`config.mk`:
```
export PLATFORM = sky130hd
export DESIGN_NAME = step_pos_ctrl_flat
export DESIGN_NICKNAME = d
export VERILOG_FILES = /design/src/rtl/step_pos_ctrl_if.sv /design/src/rtl/step_pos_ctrl.sv /design/src/flat_wrapper.sv
export SDC_FILE = /design/constraint.sdc
export NUM_CORES = 1
export LEC_CHECK = 0
export BUFFER_PORTS_ARGS = -buffer_cell sky130_fd_sc_hd__clkbuf_2
export CORE_UTILIZATION = 40
export DETAILED_ROUTE_END_ITERATION = 12
export PLACE_DENSITY = 0.68
export SYNTH_ARGS = -nofsm -noshare
export SYNTH_HDL_FRONTEND = slang
export SYNTH_SLANG_ARGS = --single-unit
```
`constraint.sdc`:
```
create_clock -name drv_clk -period 2.2 [get_ports drv_clk]
set_input_delay 0.33 -clock drv_clk [delete_from_list [all_inputs] [get_ports drv_clk]]
set_output_delay 0.33 -clock drv_clk [all_outputs]
set_load 0.01 [all_outputs]
```
`src/rtl/step_pos_ctrl_if.sv`:
```
// Target request channel for step_pos_ctrl.
// The master supplies a signed step target; the slave accepts it when ready.
interface step_pos_ctrl_if;
  logic signed [7:0] tgt_pos;
  logic              tgt_valid;
  logic              tgt_ready;

  modport master (
    output tgt_pos,
    output tgt_valid,
    input  tgt_ready
  );

  modport slave (
    input  tgt_pos,
    input  tgt_valid,
    output tgt_ready
  );
endinterface

```
`src/rtl/step_pos_ctrl.sv`:
```
// Stepper position controller: walks cur_pos one step per move cycle toward a latched target.
// Optional macro STEP_POS_DWELL_EN inserts one idle DWELL cycle between consecutive steps.
module step_pos_ctrl (
  input  logic              drv_clk,
  input  logic              reset,
  step_pos_ctrl_if.slave    tgt,
  input  logic              abort,
  output logic              forward,
  output logic              reverse,
  output logic signed [7:0] cur_pos,
  output logic              busy,
  output logic              at_target
);

`ifdef STEP_POS_DWELL_EN
  typedef enum logic [2:0] {
    IDLE  = 3'd0,
    FWD   = 3'd1,
    REV   = 3'd2,
    DONE  = 3'd3,
    DWELL = 3'd4
  } state_t;
`else
  typedef enum logic [1:0] {
    IDLE = 2'd0,
    FWD  = 2'd1,
    REV  = 2'd2,
    DONE = 2'd3
  } state_t;
`endif

  state_t            state;
  state_t            state_next;
  logic signed [7:0] tgt_q;
  logic signed [7:0] pos_inc;
  logic signed [7:0] pos_dec;
  logic              accept;

  // Moves only ever approach an in-range target, so these never wrap in use.
  assign pos_inc = cur_pos + 8'sd1;
  assign pos_dec = cur_pos - 8'sd1;
  assign accept  = (state == IDLE) && tgt.tgt_valid;

  always_ff @(posedge drv_clk) begin
    if (!reset) begin
      state <= IDLE;
    end else begin
      state <= state_next;
    end
  end

  always_comb begin
    state_next = state;
    case (state)
      IDLE: begin
        if (tgt.tgt_valid) begin
          if (tgt.tgt_pos > cur_pos) begin
            state_next = FWD;
          end else if (tgt.tgt_pos < cur_pos) begin
            state_next = REV;
          end else begin
            state_next = DONE;
          end
        end
      end
      FWD: begin
        if (abort) begin
          state_next = IDLE;
        end else if (pos_inc == tgt_q) begin
          state_next = DONE;
        end else begin
`ifdef STEP_POS_DWELL_EN
          state_next = DWELL;
`else
          state_next = FWD;
`endif
        end
      end
      REV: begin
        if (abort) begin
          state_next = IDLE;
        end else if (pos_dec == tgt_q) begin
          state_next = DONE;
        end else begin
`ifdef STEP_POS_DWELL_EN
          state_next = DWELL;
`else
          state_next = REV;
`endif
        end
      end
`ifdef STEP_POS_DWELL_EN
      // DWELL is only entered with the target still away from cur_pos.
      DWELL: begin
        if (abort) begin
          state_next = IDLE;
        end else if (cur_pos < tgt_q) begin
          state_next = FWD;
        end else begin
          state_next = REV;
        end
      end
`endif
      DONE: begin
        state_next = IDLE;
      end
      default: begin
        state_next = IDLE;
      end
    endcase
  end

  // A step ending on an abort edge still counts toward cur_pos.
  always_ff @(posedge drv_clk) begin
    if (!reset) begin
      cur_pos <= 8'sd0;
      tgt_q   <= 8'sd0;
    end else begin
      if (accept) begin
        tgt_q <= tgt.tgt_pos;
      end
      if (state == FWD) begin
        cur_pos <= pos_inc;
      end else if (state == REV) begin
        cur_pos <= pos_dec;
      end
    end
  end

  always_comb begin
    forward       = 1'b0;
    reverse       = 1'b0;
    at_target     = 1'b0;
    busy          = 1'b1;
    tgt.tgt_ready = 1'b0;
    case (state)
      IDLE: begin
        busy          = 1'b0;
        tgt.tgt_ready = 1'b1;
      end
      FWD:     forward   = 1'b1;
      REV:     reverse   = 1'b1;
      DONE:    at_target = 1'b1;
      default: begin
      end
    endcase
  end

endmodule

```
`src/flat_wrapper.sv`:
```
// flat-port wrapper written by rule: the top's interface ports become plain ports
module step_pos_ctrl_flat 
  (drv_clk, reset, abort, forward, reverse, cur_pos, busy, at_target, tgt_tgt_pos, tgt_tgt_valid, tgt_tgt_ready);
  step_pos_ctrl_if tgt_i ();
  input  logic drv_clk;
  input  logic reset;
  input  logic abort;
  output logic forward;
  output logic reverse;
  output logic signed [7:0] cur_pos;
  output logic busy;
  output logic at_target;
  input wire logic [$bits(tgt_i.tgt_pos)-1:0] tgt_tgt_pos;
  input wire logic [$bits(tgt_i.tgt_valid)-1:0] tgt_tgt_valid;
  output wire logic [$bits(tgt_i.tgt_ready)-1:0] tgt_tgt_ready;
  assign tgt_i.tgt_pos = tgt_tgt_pos;
  assign tgt_i.tgt_valid = tgt_tgt_valid;
  assign tgt_tgt_ready = tgt_i.tgt_ready;
  step_pos_ctrl u_core (.drv_clk(drv_clk), .reset(reset), .tgt(tgt_i), .abort(abort), .forward(forward), .reverse(reverse), .cur_pos(cur_pos), .busy(busy), .at_target(at_target));
endmodule
```
==> impl_results.md <==
- Total Neg Setup Slack: 0 ps
- Die Height: roughly 64 um
- Highest clock rate: between 400 and 500 MHz
- Maximum ir drop on the vdd rail: around 0.59 mV
- P&R area growth vs syn: 16.98%
- Routability-driven placement congestion ratio: 0.8735
- Number of I/O port buffers: 24
- Max-slew headroom: 68.79%
- Element type at the critical path start: register
- Reg2reg start: u_core.cur_pos[0]$_SDFFE_PN0P_
- HPWL after detailed placement: between 2000 and 3000 um
- Start point of the critical path: u_core.cur_pos[0]$_SDFFE_PN0P_
- Area enclosed by the die boundary: between 4000 and 5000 um2
- Number of nets in the synthesized netlist: about 220
- Flip-flop cell with the highest count after synthesis: dfxtp_1
- CP top delay family: compound AO/OA/AOI/OAI gates
- Final Cycle Share: around 92%
- Proportion of register bits with asynchronous set or reset after synthesis: 0%
- Cell count after synthesis: between 150 and 200
- Number of unique standard cell types used by synthesis: 47
- Run status: finished clean
- Power density cells: around 1400 nW/um2
- Number of clock sinks seen by CTS: 18
- Total power after layout: 2.512 mW
- Overall Global Routing Usage: approximately 20%
- Leakage component of the power: about 0.75 nW
- Slowest cell on crit path: or3b_1
- Total grt overflow: 0
- H-tree depth: 1
- Sequential element share of the synthesized area: between 20% and 30%
- Number of antenna violations at the first check in global routing: 0
- Setup violations, final: 0
- Std-Cell Rows: 22
- Clk_skew: ~5.4 ps
- Layout net count: 250
- Detail-routed net length per standard cell: between 10 and 15 um
- Synth warnings: 0
- Count of buffering cells on the critical path with inverters included: 1
- Num ports: 25
- Largest fanout on the critical path: 6
- Number of CTS-inserted buffers: 3
- Critical path capture point type: register
- Placement Cell Area: 1742 um2
- Count of endpoints failing hold in the final timing report: 0
- Iteration count of the initial detailed-routing pass: 4
- Postcts setup bufs: 0
- Min Clock Period, post-route: between 2000 and 2500 ps
- Required arrival time at the worst endpoint: approximately 2400 ps
- CTS tree: done
- Number of antenna-violating nets in the routed design: 0
- Clock Path Buffers: 2
- # Max-Cap Violations: 0
- Final Cell Area: around 1800 um2
- Max-slew violation count: 0
- DRC violations left: 0
- Final Routed Wirelength: around 3700 um
- Clock latency on the worst-skew pair: about 270 ps
- Library cell used as clock root buffer: clkbuf_8
- Syn avg cell area: about 7.8 um2
- Starting Density: a little over two fifths
- Vias post-DR: 1,454
- Critical path arrival: 2210 ps
- Filler-free cell count of the finished design: approximately 270
- Mapped cell area: about 1500 um2
- Number of DRC markers after the initial detailed-route iteration: roughly 90
- Total placed cells including tap cells: roughly 270
- ANT cells: 0
- Worst-margin pin slew: about 470 ps
- Count of fill cells added during filler insertion: 387
- EDFF count, synth: 0
- Path type of the worst setup path: reg -> reg
- Largest net degree at the start of global routing: 19
- Ratio of routed vias to standard cells: between 5 and 6
- Min Hold Slack: roughly 320 ps
- Hold path start: tgt_tgt_pos[0]
- HP Class: in -> reg
- Core area: between 3000 and 4000 um2
- Worst path max stage delay: between 400 and 500 ps
- Yosys reg bits: 18
- Via count of the first global-routing pass: between 1,000 and 1,500
- Fraction of layout cells with a size suffix above 1: 20.63%
- First-pass GRT wire length: about 6300 um
- Setup repair after global routing missed its margin: false
- Chip width: approximately 64 um
- Clock slew seen by the registers of the worst setup and hold paths: roughly 80 ps
- Critical path cell sequence: inv_1, ha_1, or3b_1, nor3_2, xnor2_1, o41a_1, a311oi_1
==> report_power, final <==
group          internal [mW]  total [mW]  switching, mW
clock                  0.160       0.288          0.129
combinational          0.777        1.68          0.902
sequential             0.429       0.545          0.115
==> routing by layer <==
metal	up-vias	global-route usage, %	share of wire, %
met1	663	24.60	47
met2	28	32.98	46
met3	9	3.036	3.3
met5	-	0	0
li1	754	-	-
met4	0	9.659	2.9
==> tightest hold or removal path: cells and delay by family <==
kind                   cells  cell delay (ps)
AND/OR/NAND/NOR            1               50
buffers and inverters      1               90
AO/OA/AOI/OAI              1               60
==> registers in the layout (all words and copies together), names as in the netlist <==
name,cells
u_core.cur_pos,8
u_core.tgt_q,8
u_core.state,2
==> cell type report <==
| type | instances | area, um2 | area share, % |
|---|---|---|---|
| clock buffer | 4 | 55.05 | 3.056 |
| inverter | 16 | 60.06 | 3.333 |
| multi-input combinational | 151 | 1071 | 59.44 |
| sequential | 18 | 360.3 | 20.00 |
| tap | 48 | 60.06 | 3.333 |
| timing repair buffer | 34 | 195.2 | 10.83 |
==> cell usage after synthesis (2+ instances only) <==
master,instances,area (um2)
dfxtp_1,18,360.4
inv_1,15,56.30
nand2_1,15,56.30
nand3_1,15,75.07
ha_1,14,175.2
xnor2_1,13,113.9
clkbuf_1,9,33.78
o21ai_0,9,45.04
a21boi_0,8,60.06
and2_1,7,43.79
nor2_1,7,26.28
xor2_1,7,61.31
nand4_1,6,37.54
nor3_1,6,30.03
nor2b_1,5,31.28
nor4_1,5,31.28
or4_1,3,22.52
a21o_1,2,15.01
a21oi_1,2,10.01
a31oi_1,2,12.51
o21bai_1,2,15.01
o41a_1,2,22.52
==> placed cells by master (no fill, tap or decap), drive strengths merged, types with 4 or more instances in the layout <==
cell    instances
nor2b           5
buf            10
nor3            6
nor4            5
nand4           6
dfxtp          18
nand3          15
xor2            7
nor2            7
ha             14
xnor2          13
o21ai           9
clkbuf         28
and2            7
nand2          15
a21boi          8
inv            15
or4             4
==> kinds of logic (layout without fill, tap and decap cells) <==
logic type / after synthesis / count (layout) / share of synthesized area, %
and+or+nand+nor: 78 / 78 / 27.95
AOI/OAI and AO/OA: 37 / 37 / 17.14
buffers and inverters: 28 / 54 / 7.391
xor gates and xnor gates: 20 / 20 / 11.37
DFF: 18 / 18 / 23.40
adders and majority gates: 14 / 14 / 11.37
muxes: 2 / 2 / 1.381
==> stage by stage <==
stage | util, % | setup slack (ps)
6_report | 48.85 | 168.1
5_1_grt | 48.85 | 59.93
4_1_cts | 48.71 | 114.7
3_5_place_dp | 47.22 | 139.1
3_3_place_gp | 47.22 | 199.7
2_1_floorplan | - | 128.2
==> worst paths after layout <==
| kind | end | slack, ps | depth (start not counted) |
|---|---|---|---|
| worst min-delay path | u_core.tgt_q[0]$_SDFFE_PN0P_ | 320 | 3 |
| worst max register to register | u_core.state[0]$_SDFFE_PN0P_ | 170 | 7 |
| worst max-delay path | u_core.state[0]$_SDFFE_PN0P_ | 170 | 7 |
| worst min register to register | u_core.tgt_q[7]$_SDFFE_PN0P_ | 480 | 2 |
==> what timing repair did <==
item | CTS | global route
endpoints found under the setup margin | 0 | 1
hold buffers | 0 | 0
resized for setup | 0 | 1
Power figures use the tool's default switching activity.
